==> config.mk <==
export PLATFORM = sky130hd
export DESIGN_NAME = dual_port_ram_ctrl
export DESIGN_NICKNAME = d
export VERILOG_FILES = /design/src/rtl/dual_port_ram_ctrl.sv
export SDC_FILE = /design/constraint.sdc
export NUM_CORES = 1
export LEC_CHECK = 0
export ABC_AREA = 1
export CORE_ASPECT_RATIO = 0.5
export CORE_MARGIN = 2
export CORE_UTILIZATION = 69
export DETAILED_ROUTE_END_ITERATION = 8
export DONT_BUFFER_PORTS = 1
export PLACE_DENSITY = 0.85
export SYNTH_ARGS = -nofsm -noshare
export SYNTH_HDL_FRONTEND = slang
export SYNTH_SLANG_ARGS = --single-unit
==> constraint.sdc <==
create_clock -name clk -period 2.85 [get_ports clk]
set_input_delay 0.57 -clock clk [delete_from_list [all_inputs] [get_ports clk]]
set_output_delay 0.57 -clock clk [all_outputs]
set_load 0.005 [all_outputs]
==> src/rtl/dual_port_ram_ctrl.sv <==
// Simple dual-port RAM with byte-enable writes, 1- or 2-cycle read latency,
// selectable read-during-write behaviour and a hardware clear engine.
module dual_port_ram_ctrl #(
    parameter int DATA_W   = 8,
    parameter int ADDR_W   = 4,
    parameter int DEPTH    = 16,
    parameter int RD_LAT   = 1,
    parameter int RDW_MODE = 0
) (
    input  logic                  clk,
    input  logic                  rst,
    input  logic                  wr_en,
    input  logic [DATA_W/8-1:0]   wr_be,
    input  logic [ADDR_W-1:0]     wr_addr,
    input  logic [DATA_W-1:0]     wr_data,
    input  logic                  rd_en,
    input  logic [ADDR_W-1:0]     rd_addr,
    output logic [DATA_W-1:0]     rd_data,
    output logic                  rd_valid,
    input  logic                  clr_req,
    output logic                  ready,
    output logic                  drop_err
);

    localparam int                NB       = DATA_W / 8;
    localparam logic [ADDR_W:0]   DEPTH_C  = (ADDR_W + 1)'(DEPTH);
    localparam logic [ADDR_W-1:0] LAST_PTR = ADDR_W'(DEPTH - 1);

    typedef enum logic [0:0] {
        ST_INIT  = 1'b0,
        ST_READY = 1'b1
    } state_t;

    function automatic logic [DATA_W-1:0] merge_bytes(
        input logic [DATA_W-1:0] old_w,
        input logic [DATA_W-1:0] new_w,
        input logic [NB-1:0]     be
    );
        logic [DATA_W-1:0] res;
        res = old_w;
        for (int i = 0; i < NB; i++) begin
            if (be[i]) begin
                res[8*i +: 8] = new_w[8*i +: 8];
            end
        end
        return res;
    endfunction

    logic [DATA_W-1:0] mem_q [0:DEPTH-1];

    state_t            state_q, state_d;
    logic [ADDR_W-1:0] init_ptr_q, init_ptr_d;
    logic              ready_q, ready_d;
    logic              drop_err_q, drop_err_d;
    logic [DATA_W-1:0] rd_data1_q, rd_data1_d;
    logic              rd_valid1_q, rd_valid1_d;
    logic [DATA_W-1:0] rd_data2_q, rd_data2_d;
    logic              rd_valid2_q, rd_valid2_d;

    logic              accept_s;
    logic              wr_in_range_s;
    logic              rd_in_range_s;
    logic              wr_ok_s;
    logic              rd_ok_s;
    logic [DATA_W-1:0] rd_word_s;
    logic              mem_we_s;
    logic [ADDR_W-1:0] mem_waddr_s;
    logic [DATA_W-1:0] mem_wdata_s;

    // Request qualification, read word selection with read-during-write bypass
    always_comb begin
        accept_s      = (state_q == ST_READY);
        wr_in_range_s = ({1'b0, wr_addr} < DEPTH_C);
        rd_in_range_s = ({1'b0, rd_addr} < DEPTH_C);
        wr_ok_s       = accept_s && wr_en && wr_in_range_s;
        rd_ok_s       = accept_s && rd_en;
        if (!rd_in_range_s) begin
            rd_word_s = {DATA_W{1'b0}};
        end else if ((RDW_MODE == 1) && wr_ok_s && (wr_addr == rd_addr)) begin
            rd_word_s = merge_bytes(mem_q[rd_addr], wr_data, wr_be);
        end else begin
            rd_word_s = mem_q[rd_addr];
        end
    end

    // Next-state for the clear engine, memory write port and read pipeline
    always_comb begin
        state_d     = state_q;
        init_ptr_d  = init_ptr_q;
        ready_d     = ready_q;
        mem_we_s    = 1'b0;
        mem_waddr_s = wr_addr;
        mem_wdata_s = {DATA_W{1'b0}};
        case (state_q)
            ST_INIT: begin
                mem_we_s    = 1'b1;
                mem_waddr_s = init_ptr_q;
                if (init_ptr_q == LAST_PTR) begin
                    state_d    = ST_READY;
                    ready_d    = 1'b1;
                    init_ptr_d = {ADDR_W{1'b0}};
                end else begin
                    init_ptr_d = init_ptr_q + ADDR_W'(1);
                end
            end
            ST_READY: begin
                mem_we_s    = wr_ok_s;
                mem_wdata_s = merge_bytes(mem_q[wr_addr], wr_data, wr_be);
                // This cycle's requests are still served; clearing starts next cycle
                if (clr_req) begin
                    state_d    = ST_INIT;
                    ready_d    = 1'b0;
                    init_ptr_d = {ADDR_W{1'b0}};
                end else begin
                    state_d    = ST_READY;
                end
            end
            default: begin
                state_d    = ST_INIT;
                ready_d    = 1'b0;
                init_ptr_d = {ADDR_W{1'b0}};
            end
        endcase

        drop_err_d  = accept_s ? (wr_en && !wr_in_range_s) : (wr_en || rd_en);
        rd_valid1_d = rd_ok_s;
        rd_data1_d  = rd_ok_s ? rd_word_s : rd_data1_q;
        rd_valid2_d = rd_valid1_q;
        rd_data2_d  = rd_valid1_q ? rd_data1_q : rd_data2_q;
    end

    // Control and output registers
    always_ff @(posedge clk or negedge rst) begin
        if (!rst) begin
            state_q     <= ST_INIT;
            init_ptr_q  <= {ADDR_W{1'b0}};
            ready_q     <= 1'b0;
            drop_err_q  <= 1'b0;
            rd_data1_q  <= {DATA_W{1'b0}};
            rd_valid1_q <= 1'b0;
            rd_data2_q  <= {DATA_W{1'b0}};
            rd_valid2_q <= 1'b0;
        end else begin
            state_q     <= state_d;
            init_ptr_q  <= init_ptr_d;
            ready_q     <= ready_d;
            drop_err_q  <= drop_err_d;
            rd_data1_q  <= rd_data1_d;
            rd_valid1_q <= rd_valid1_d;
            rd_data2_q  <= rd_data2_d;
            rd_valid2_q <= rd_valid2_d;
        end
    end

    // Storage array; contents are cleared by the INIT sweep, not by reset
    always_ff @(posedge clk) begin
        if (mem_we_s) begin
            mem_q[mem_waddr_s] <= mem_wdata_s;
        end
    end

    assign rd_data  = (RD_LAT == 2) ? rd_data2_q  : rd_data1_q;
    assign rd_valid = (RD_LAT == 2) ? rd_valid2_q : rd_valid1_q;
    assign ready    = ready_q;
    assign drop_err = drop_err_q;

endmodule

==> Implementation_results.wiki, run 1 <==
{| class="wikitable"
! Metric !! Value
|-
| Result of the run || completed
|-
| Slew margin rel. || a little under a third
|-
| Max Cap Viol || 0
|-
| Fraction of final layout cells sized beyond drive strength 1 || about 6.7%
|-
| Part of the Yosys area used for sequential elements || 57.3%
|-
| Total chip power || about 7.3 mW
|-
| Sort of element at the end of the critical path || flip-flop
|-
| Post-layout nets || around 860
|-
| Post-route fraction of the period consumed by the critical path || a little over four fifths
|-
| Clock tree from TritonCTS || done
|-
| Number of cells on the worst hold path || 2
|-
| R2R depth || 4
|-
| Net count after synthesis || around 900
|-
| Largest cells by area after synthesis || sky130_fd_sc_hd__edfxtp_1 (52%), sky130_fd_sc_hd__nand2_1 (19%), sky130_fd_sc_hd__nand3_1 (14%), sky130_fd_sc_hd__dfrtp_1 (5.4%), sky130_fd_sc_hd__buf_6 (3.2%)
|-
| Top cell types by occurrence after synthesis || sky130_fd_sc_hd__nand2_1 (373), sky130_fd_sc_hd__nand3_1 (205), sky130_fd_sc_hd__edfxtp_1 (128)
|-
| Highest clock frequency the design can meet || roughly 420 MHz
|-
| Worst Path Max Fanout || 11
|-
| Most frequent cell after synthesis || sky130_fd_sc_hd__nand2_1
|-
| Synth Flop Type || sky130_fd_sc_hd__edfxtp_1
|-
| Critical path start-end classification || flip-flop to flip-flop
|-
| Number of CTS-inserted buffers || 17
|-
| Min cycle time layout || between 2000 and 2500 ps
|-
| Number of DRC violations after detailed-routing iteration 0 || roughly 1,200
|-
| Static Leak || around 3.4 nW
|-
| TritonRoute pass-1 iters || 6
|-
| Post-Synthesis Mean Instance Area || between 8 and 9 um^2
|-
| Final hold slack || approximately 300 ps
|-
| Routed len/inst || approximately 21 um
|-
| Post-CTS Repair Setup Buffers || 0
|-
| Final ANT Viol Nets || 0
|-
| Endpoint of the worst-slack reg-to-reg timing path || mem_q[11][0]
|-
| Async set-reset flop share out of synthesis || 11.1%
|-
| Max clock buf depth || 2
|-
| Critical path startpoint category || flip-flop
|-
| I/O Pins || 33
|-
| Initial Util || a little under three quarters
|-
| Number of synthesized register bits || 144
|-
| Count of antenna diodes in the layout || 0
|-
| GRT Residual Overflow || 0
|-
| First-pass GRT wire length || roughly 32 mm
|-
| RSZ-0062 raised after global routing || no
|-
| Portion of synthesized cell area occupied by the leading cell type || about half
|-
| Placer Congestion || between 1 and 1.5
|-
| Number of global-route vias before repair || 5,974
|-
| Final count of hold timing violations || 0
|-
| Hold Crit Class || input pin to flip-flop
|-
| Hold Path Origin || rd_en
|-
| # H-tree levels || 4
|-
| EDFF count, synth || 128
|-
| Area of the die || ~0.012 mm^2
|-
| Post-route clock skew || between 5 and 6 ps
|-
| Total Neg Setup Slack || 0 ps
|-
| Post-detailed-route DRC marker count || 0
|-
| Synth area leader || sky130_fd_sc_hd__edfxtp_1
|-
| Worst-case register-to-register setup slack || roughly 470 ps
|-
| Number of instances in the synthesized netlist || roughly 850
|-
| Number of sinks on the clock net || roughly 140
|-
| Detail Placement HPWL || about 12 mm
|-
| Synth-to-Final Area Change || 7.61%
|-
| Synth warnings || 0
|-
| Floorplan die height || between 70 and 80 um
|-
| Area of all placed cells without fillers || 0.00797 mm^2
|-
| Unique masters post-synth || 23
|-
| Destination of the worst hold path || drop_err
|-
| Highest ir drop seen on vdd || approximately 0.52 mV
|-
| Initial antenna violation count || 0
|-
| Skew-Pair Late Insertion Delay || approximately 430 ps
|-
| DR vias || roughly 6,400
|-
| CP Data Arrival Time || around 2400 ps
|-
| Aggregate global-route resource usage || 38.3%
|-
| Post-placement cell area || 0.00733 mm^2
|-
| Total count of max-transition violations in the final report || 0
|-
| Slew at the pin with the worst max-slew slack || slightly above 1000 ps
|-
| Launch instance of the worst register-to-register path || accept_s
|-
| Number of buffer cells added on primary ports || 0
|-
| Number of vias per cell || about 6.4
|-
| Largest net degree at the start of global routing || 66
|-
| Routed WL || 21.2 mm
|-
| Cell row count || 26
|-
| Area of the core || 0.0103 mm^2
|-
| Die X-Extent || 150 um
|-
| Buffer cell driving the clock tree root || sky130_fd_sc_hd__clkbuf_16
|-
| Area of the mapped netlist || roughly 0.0074 mm^2
|-
| Power per standard cell area || 914 mW/mm^2
|-
| Worst EP required || 2890 ps
|-
| Core Util, Final || slightly below 80%
|-
| Worst-path clk slew || approximately 60 ps
|-
| Count of final setup violators || 0
|}
==> how the worst max path moves through the flow <==
stage,startpoint,endpoint,slack (ps),depth (start not counted)
final,accept_s,mem_q[11][0],470,4
after global routing,accept_s,mem_q[11][3],410,4
after detailed placement,wr_addr[0],mem_q[12][0],490,10
after CTS,accept_s,mem_q[11][3],620,4
after floorplan,wr_addr[1],mem_q[0][0],880,7
after global placement,wr_addr[0],mem_q[13][5],590,10
==> stage by stage <==
| step | cells | worst slack [ps] |
|---|---|---|
| finish | 989 | 474 |
| detailed placement | 956 | 494 |
| global route | 989 | 411 |
| CTS | 989 | 618 |
| global placement | 956 | 586 |
| floorplan | 852 | 881 |
==> cell families after synthesis <==
| family | count (synthesis) | share of synthesized area (%) |
|---|---|---|
| AO/OA/AOI/OAI | 9 | 0.778 |
| XOR/XNOR | 1 | 0.118 |
| adder cells (fa/ha/maj) | 1 | 0.169 |
| buffers and inverters | 78 | 6.68 |
| flip-flops | 144 | 57.3 |
| AND/OR/NAND/NOR | 619 | 34.9 |
==> flip-flops by register name (all words and copies together) (netlist names) <==
name / flops
accept_s: 1
drop_err: 1
init_ptr_q: 4
mem_q: 128
rd_data: 8
rd_valid: 1
ready: 1
==> final cells by class <==
| class | instances | area [um^2] |
|---|---|---|
| clock buffers | 22 | 539 |
| fillers | 649 | 2350 |
| inverters | 26 | 97.6 |
| well taps | 140 | 175 |
| repair buffers | 17 | 155 |
| multi-input cells | 630 | 2660 |
| flip-flops and latches | 144 | 4240 |
| clock inverters | 10 | 90.1 |
==> critical path, cell delays in order, from the launching register on <==
cell,delay [ps]
sky130_fd_sc_hd__dfrtp_1,580
sky130_fd_sc_hd__nor2_1,110
sky130_fd_sc_hd__a21oi_1,280
sky130_fd_sc_hd__nand3_1,200
sky130_fd_sc_hd__nor2_1,830
==> power breakdown <==
| group | switching [mW] | leakage [nW] | internal, mW |
|---|---|---|---|
| sequential | 0.307 | 1.40 | 3.03 |
| combinational | 1.17 | 1.67 | 0.449 |
| clock | 0.892 | 0.318 | 1.43 |
| total | 2.37 | 3.38 | 4.91 |
==> per-layer routing <==
metal / share of wire (%) / GRT usage [%] / up-vias / wire (um)
met2: 43 / 56.6 / 583 / 9070
met3: 17 / 15.4 / 109 / 3690
met1: 36 / 50.5 / 2860 / 7540
met4: 4.0 / 16.2 / 0 / 855
li1: - / - / 2819 / -
met5: 0 / 0 / - / 0
==> cell usage in the layout, fill, tap and decap left out, types with 6 or more instances in the layout <==
master,synthesis,layout
sky130_fd_sc_hd__nand2_1,373,373
sky130_fd_sc_hd__nand3_1,205,205
sky130_fd_sc_hd__edfxtp_1,128,128
sky130_fd_sc_hd__nor2_1,39,39
sky130_fd_sc_hd__clkbuf_16,0,21
sky130_fd_sc_hd__inv_1,19,19
sky130_fd_sc_hd__dfrtp_1,16,16
sky130_fd_sc_hd__buf_4,4,14
sky130_fd_sc_hd__inv_2,6,6
==> timing repair <==
item	in CTS	in global routing
resized for setup	0	0
hold buffers	1	0
endpoints found under the hold margin	16	0
setup endpoints to repair	0	0
(Power assumes the default switching activity.)
==> inputs of run 2 (changes only) <==
--- a/config.mk
+++ b/config.mk
@@ -8,10 +8,10 @@
 export ABC_AREA = 1
 export CORE_ASPECT_RATIO = 0.5
 export CORE_MARGIN = 2
-export CORE_UTILIZATION = 69
+export CORE_UTILIZATION = 58
 export DETAILED_ROUTE_END_ITERATION = 8
 export DONT_BUFFER_PORTS = 1
-export PLACE_DENSITY = 0.85
+export PLACE_DENSITY = 0.76
 export SYNTH_ARGS = -nofsm -noshare
 export SYNTH_HDL_FRONTEND = slang
 export SYNTH_SLANG_ARGS = --single-unit
==> constraint.sdc (replaced) <==
create_clock -name clk -period 2 [get_ports clk]
set_input_delay 0.4 -clock clk [delete_from_list [all_inputs] [get_ports clk]]
set_output_delay 0.4 -clock clk [all_outputs]
set_load 0.005 [all_outputs]
==> Implementation_results.wiki, run 2 (synthesized netlist as in run 1, its figures left out) <==
{| class="wikitable"
! Metric !! Value
|-
| Result of the run || completed
|-
| Largest net degree at the start of global routing || 66 (unchanged)
|-
| I/O Pins || 33 (unchanged)
|-
| Number of DRC violations after detailed-routing iteration 0 || 1,134 (-4.1%)
|-
| Worst EP required || 2120 ps (-770 ps)
|-
| Detail Placement HPWL || 13.5 mm (+8.5%)
|-
| DR vias || 6,474 (+1.6%)
|-
| Initial antenna violation count || 0 (unchanged)
|-
| Number of sinks on the clock net || 144 (unchanged)
|-
| Critical path start-end classification || flip-flop to flip-flop
|-
| Skew-Pair Late Insertion Delay || 430 ps (about the same)
|-
| Number of global-route vias before repair || 6,233 (+4.3%)
|-
| # placed instances || 1,013 (+6.0%)
|-
| Endpoint of the worst-slack reg-to-reg timing path || mem_q[10][0]
|-
| First-pass GRT wire length || 33.9 mm (+4.8%)
|-
| Number of cells on the worst hold path || 2 (unchanged)
|-
| Hold Path Origin || rd_en
|-
| Highest ir drop seen on vdd || 0.659 mV (+27%)
|-
| Most common cell after layout, fill and taps aside || sky130_fd_sc_hd__nand2_1
|-
| Final ANT Viol Nets || 0 (unchanged)
|-
| Cell row count || 29 (+12%)
|-
| Worst-case register-to-register setup slack || 190 ps (-290 ps)
|-
| Slew at the pin with the worst max-slew slack || 699 ps (-340 ps)
|-
| Die X-Extent || 164 um (+8.8%)
|-
| Slew margin rel. || 53.3% (+23 points)
|-
| Destination of the worst hold path || drop_err
|-
| Clock tree from TritonCTS || done
|-
| Post-route non-filler standard cell count || 1,046 (+5.8%)
|-
| Aggregate global-route resource usage || 33.2% (-5.1 points)
|-
| Flip-flop count of the largest register, all copies and words added || 128 (unchanged)
|-
| Worst Path Max Fanout || 11 (unchanged)
|-
| Min cycle time layout || 1810 ps (-563 ps)
|-
| # H-tree levels || 4 (unchanged)
|-
| RSZ-0062 raised after global routing || no
|-
| Launch instance of the worst register-to-register path || accept_s
|-
| Routed WL || 21.6 mm (+1.9%)
|-
| TritonRoute pass-1 iters || 6 (unchanged)
|-
| Max clock buf depth || 2 (unchanged)
|-
| Max Cap Viol || 0 (unchanged)
|-
| Post-route clock skew || 11.1 ps (+5.48 ps)
|-
| Placer Congestion || 0.914 (-9.0%)
|-
| Count of final setup violators || 0 (unchanged)
|-
| Area of the die || 0.0137 mm^2 (+18%)
|-
| Power per standard cell area || 1270 mW/mm^2 (+39%)
|-
| CP Data Arrival Time || 1930 ps (-490 ps)
|-
| Post-layout nets || 886 (+3.1%)
|-
| Buffer cell driving the clock tree root || sky130_fd_sc_hd__clkbuf_16
|-
| Synth-to-Final Area Change || 11.3%
|-
| Worst-path clk slew || 70 ps (about the same)
|-
| Fraction of final layout cells sized beyond drive strength 1 || 9.82% (+3.1 points)
|-
| Number of CTS-inserted buffers || 17 (unchanged)
|-
| Most flop-heavy register || mem_q
|-
| R2R depth || 4 (unchanged)
|-
| Total count of max-transition violations in the final report || 0 (unchanged)
|-
| Top library cells by usage in the layout, fill and taps aside || sky130_fd_sc_hd__nand2_1 (373), sky130_fd_sc_hd__nand3_1 (205), sky130_fd_sc_hd__edfxtp_1 (128), sky130_fd_sc_hd__nor2_1 (39), sky130_fd_sc_hd__buf_4 (37)
|-
| Number of vias per cell || 6.19 (-3.9%)
|-
| Routed len/inst || 20.6 um (-3.6%)
|-
| Critical path startpoint category || flip-flop
|-
| Count of antenna diodes in the layout || 0 (unchanged)
|-
| Hold Crit Class || input pin to flip-flop
|-
| GRT Residual Overflow || 0 (unchanged)
|-
| Static Leak || 3.52 nW (+4.3%)
|-
| Highest clock frequency the design can meet || 552 MHz (+31%)
|-
| Area of the core || 0.0126 mm^2 (+22%)
|-
| Post-route fraction of the period consumed by the critical path || 90.6% (+7.3 points)
|-
| Total Neg Setup Slack || 0 ps (unchanged)
|-
| Sort of element at the end of the critical path || flip-flop
|-
| Post-detailed-route DRC marker count || 0 (unchanged)
|-
| Number of buffer cells added on primary ports || 0 (unchanged)
|-
| Floorplan die height || 83.9 um (+8.6%)
|-
| Final count of hold timing violations || 0 (unchanged)
|-
| Initial Util || 59.0% (-13 points)
|}
run 2: cell count changes in the layout (fill, tap and decap cells not counted), sizes merged:
| cell | change |
|---|---|
| inv | +5 |
| clkinv | -2 |
| bufinv | -1 |
| buf | +27 |
| clkbuf | -2 |
run 2: worst max path at each step:
stage | from | end | slack (ps) | cells past startpoint
5_1_grt | accept_s | mem_q[7][4] | 70 | 6
3_5_place_dp | wr_addr[1] | mem_q[5][5] | 20 | 7
2_1_floorplan | wr_addr[1] | mem_q[0][0] | 200 | 7
4_1_cts | accept_s | mem_q[7][4] | 80 | 5
6_report | accept_s | mem_q[10][0] | 190 | 4
3_3_place_gp | wr_addr[1] | mem_q[5][6] | 40 | 7
run 2: through the flow:
| step | util [%] | setup slack [ps] | hold slack (ps) | power [mW] | instance area (um^2) |
|---|---|---|---|---|---|
| floorplan | - | 201 | 104 | 6.22 | 7400 |
| finish | 65.6 | 188 | 140 | 10.5 | 8240 |
| CTS | 65.6 | 80.4 | 136 | 10.4 | 8230 |
| global placement | 60.7 | 37.8 | 105 | 7.08 | 7620 |
| detailed placement | 60.7 | 21.4 | 105 | 7.18 | 7620 |
| global route | 65.6 | 73.8 | 127 | 10.9 | 8240 |
run 2: area by class of cell:
class | count | area [um^2]
Timing Repair Buffer | 44 | 408
Fill cell | 957 | 4320
Clock inverter | 12 | 108
Sequential cell | 144 | 4250
Multi-Input combinational cell | 630 | 2660
Clock buffer | 20 | 500
Tap cell | 170 | 213
Inverter | 26 | 97.6
run 2: repair_timing:
item | in CTS | in global routing
buffers inserted | 0 | 0
setup endpoints to repair | 0 | 28
hold buffers | 1 | 0
gates resized for setup | 0 | 2
endpoints found under the hold margin | 16 | 0
run 2: power by group:
part | switching (mW) | internal [mW]
Clock | 1.37 | 1.86
Combinational | 1.70 | 0.807
Sequential | 0.421 | 4.30
Total | 3.50 | 6.97
run 2: layer usage:
| layer | vias to the layer above | track usage (%) | routed length [um] |
|---|---|---|---|
| li1 | 2872 | - | - |
| met1 | 3013 | 43.9 | 8140 |
| met2 | 505 | 50.8 | 9580 |
| met3 | 84 | 10.5 | 3060 |
| met4 | 0 | 14.1 | 777 |
| met5 | - | 0 | 0 |
run 2: worst max-delay path, stage by stage (launching register included):
cell and delay, ps:
sky130_fd_sc_hd__dfrtp_2 500, sky130_fd_sc_hd__o21ai_0 400, sky130_fd_sc_hd__nand3_1 240, sky130_fd_sc_hd__nor2_1 140
sky130_fd_sc_hd__buf_4 220
==> inputs of run 3 (changes only) <==
--- a/config.mk
+++ b/config.mk
@@ -7,7 +7,6 @@
 export LEC_CHECK = 0
 export ABC_AREA = 1
 export CORE_ASPECT_RATIO = 0.5
-export CORE_MARGIN = 2
 export CORE_UTILIZATION = 58
 export DETAILED_ROUTE_END_ITERATION = 8
 export DONT_BUFFER_PORTS = 1
==> Implementation_results.wiki, run 3 (synthesized netlist as in run 1, its figures left out) <==
{| class="wikitable"
! Metric !! Value
|-
| Initial antenna violation count || 0 (unchanged)
|-
| Number of cells on the worst hold path || 2 (unchanged)
|-
| Final count of hold timing violations || 0 (unchanged)
|-
| Part of the total power dissipated in combinational logic || 23.9% (about the same)
|-
| Synth-to-Final Area Change || 10.7%
|-
| Post-route fraction of the period consumed by the critical path || 93.1% (+2.5 points)
|-
| Met3 usage || 11.0% (+0.43 points)
|-
| Area of the core || 0.0121 mm^2 (-3.4%)
|-
| Critical path start-end classification || flip-flop to flip-flop
|-
| Result of the run || completed
|-
| Most flop-heavy register || mem_q
|-
| Met1 Resource Use GR || 44.7% (+0.79 points)
|-
| Placer Congestion || 0.861 (-5.8%)
|-
| Total count of max-transition violations in the final report || 0 (unchanged)
|-
| FILL cells || 890 (-7.0%)
|-
| Initial Util || 61.1% (+2.1 points)
|-
| Number of vias per cell || 6.11 (-1.2%)
|-
| Switching power || 3.37 mW (-3.7%)
|-
| Largest net degree at the start of global routing || 66 (unchanged)
|-
| I/O Pins || 33 (unchanged)
|-
| Sort of element at the end of the critical path || flip-flop
|-
| Core Util, Final || 67.6% (+2.0 points)
|-
| Hold Crit Class || input pin to flip-flop
|-
| Die X-Extent || 162 um (-1.2%)
|-
| Area of all placed cells without fillers || 0.00819 mm^2 (-0.53%)
|-
| Area of the multi-input gates || 0.00266 mm^2 (unchanged)
|-
| Routed WL || 20.9 mm (-3.0%)
|-
| Area of the die || 0.0132 mm^2 (-3.6%)
|-
| GRT busiest layer || met2
|-
| Number of buffer cells added on primary ports || 0 (unchanged)
|-
| Number of CTS-inserted buffers || 17 (unchanged)
|-
| GRT Residual Overflow || 0 (unchanged)
|-
| Detail Placement HPWL || 12.4 mm (-8.1%)
|-
| Highest clock frequency the design can meet || 537 MHz (-2.7%)
|-
| Total Neg Setup Slack || 0 ps (unchanged)
|-
| # H-tree levels || 4 (unchanged)
|-
| Slew at the pin with the worst max-slew slack || 753 ps (+54.1 ps)
|-
| Worst-path clk slew || 60 ps (about the same)
|-
| Worst Path Max Fanout || 11 (unchanged)
|-
| Most common cell after layout, fill and taps aside || sky130_fd_sc_hd__nand2_1
|-
| First-pass GRT wire length || 31.7 mm (-6.3%)
|-
| Number of global-route vias before repair || 5,755 (-7.7%)
|-
| Fraction of final layout cells sized beyond drive strength 1 || 9.27% (-0.55 points)
|-
| CP Data Arrival Time || 1990 ps (+60 ps)
|-
| Switching Fraction || 32.4% (-1.1 points)
|-
| Static Leak || 3.51 nW (-0.29%)
|-
| Top library cells by usage in the layout, fill and taps aside || sky130_fd_sc_hd__nand2_1 (373), sky130_fd_sc_hd__nand3_1 (205), sky130_fd_sc_hd__edfxtp_1 (128), sky130_fd_sc_hd__nor2_1 (39), sky130_fd_sc_hd__buf_4 (36)
|-
| Aggregate global-route resource usage || 33.3% (+0.060 points)
|-
| Max Cap Viol || 0 (unchanged)
|-
| Clock tree from TritonCTS || done
|-
| Worst EP required || 2130 ps (about the same)
|-
| Final ANT Viol Nets || 0 (unchanged)
|-
| DR vias || 6,351 (-1.9%)
|-
| Buffer cell driving the clock tree root || sky130_fd_sc_hd__clkbuf_16
|-
| R2R depth || 5 (+1)
|-
| Power per standard cell area || 1270 mW/mm^2 (about the same)
|-
| Number of sinks on the clock net || 144 (unchanged)
|-
| Area used by sequential logic in the layout || 0.00424 mm^2 (about the same)
|-
| Slew margin rel. || 49.7% (-3.6 points)
|-
| Met2 capacity usage during global routing || 49.5% (-1.4 points)
|-
| Number of DRC violations after detailed-routing iteration 0 || 1,003 (-12%)
|-
| Post-layout nets || 884 (-0.23%)
|-
| Internal power of the cells || 7.04 mW (+1.1%)
|-
| Floorplan die height || 81.9 um (-2.4%)
|-
| Count of antenna diodes in the layout || 0 (unchanged)
|-
| Worst-case register-to-register setup slack || 140 ps (-50 ps)
|-
| Clock share of power || 30.9% (about the same)
|-
| Routed len/inst || 20.1 um (-2.4%)
|-
| Count of final setup violators || 0 (unchanged)
|-
| Highest ir drop seen on vdd || 0.702 mV (+6.5%)
|-
| Cell row count || 28 (-3.4%)
|-
| TritonRoute pass-1 iters || 5 (-1)
|-
| Flip-flop count of the largest register, all copies and words added || 128 (unchanged)
|-
| Skew-Pair Late Insertion Delay || 430 ps (about the same)
|-
| Cts repair resizes || 0 (unchanged)
|-
| Critical path startpoint category || flip-flop
|-
| Min cycle time layout || 1860 ps (+49.6 ps)
|-
| Max clock buf depth || 2 (unchanged)
|-
| RSZ-0062 raised after global routing || no
|-
| Post-detailed-route DRC marker count || 0 (unchanged)
|-
| Total chip power || 10.4 mW (-0.54%)
|-
| Post-placement cell area || 0.00758 mm^2 (-0.44%)
|-
| Flop pwr share || 45.2% (about the same)
|-
| Post-route clock skew || 7.95 ps (-3.15 ps)
|}
[run 3: cell types whose count changed in the layout (fill, tap and decap cells not counted), sizes merged]
cell	before	now
clkbuf	20	22
bufinv	0	1
inv	33	31
buf	43	41
clkinv	5	4
[run 3: power groups by stage]
stage | registers, mW | clock network (mW) | logic [mW]
5_1_grt | 4.78 | 3.33 | 2.73
2_1_floorplan | 4.63 | 0 | 1.59
3_3_place_gp | 4.71 | 0 | 2.33
6_report | 4.71 | 3.21 | 2.49
3_5_place_dp | 4.74 | 0 | 2.39
4_1_cts | 4.70 | 3.21 | 2.43
[run 3: through the flow]
| stage | instances | setup WS [ps] | hold WS, ps |
|---|---|---|---|
| floorplan | 852 | 201 | 104 |
| global placement | 1006 | 206 | 105 |
| detailed placement | 1006 | 201 | 105 |
| CTS | 1039 | 192 | 122 |
| global route | 1039 | 67.0 | 147 |
| finish | 1039 | 138 | 125 |
[run 3: worst paths after layout]
path                            startpoint       endpoint
worst max-delay path              accept_s   mem_q[12][1]
worst min-delay path                 rd_en       drop_err
worst max register to register    accept_s   mem_q[12][1]
worst min register to register  rd_data[5]     rd_data[5]
max in group asynchronous              rst  init_ptr_q[1]
min in group asynchronous              rst     rd_data[1]
[run 3: repair_timing]
action,CTS,global route
buffers inserted,0,0
endpoints found under the hold margin,16,0
endpoints found under the setup margin,0,0
hold buffers,1,0
[run 3: critical path: stages, from the launching register on]
cell and delay, ps:
sky130_fd_sc_hd__dfrtp_1 600, sky130_fd_sc_hd__nor2_1 120, sky130_fd_sc_hd__a21oi_1 220, sky130_fd_sc_hd__nand3_1 220, sky130_fd_sc_hd__nor2_1 180, sky130_fd_sc_hd__buf_4 230
[run 3: per-layer routing]
metal | wire (um) | vias to the layer above
met5 | 0 | -
met4 | 713 | 0
met3 | 3040 | 72
met2 | 8900 | 505
met1 | 8250 | 2907
li1 | - | 2867
[run 3: final cells by class]
| type | count | share of cell area (%) |
|---|---|---|
| repair buffers | 42 | 4.64 |
| multi-input cells | 630 | 32.5 |
| well taps | 165 | 2.52 |
| clock inverters | 10 | 1.13 |
| flip-flops and latches | 144 | 51.8 |
| clock buffers | 22 | 6.19 |
| inverters | 26 | 1.19 |
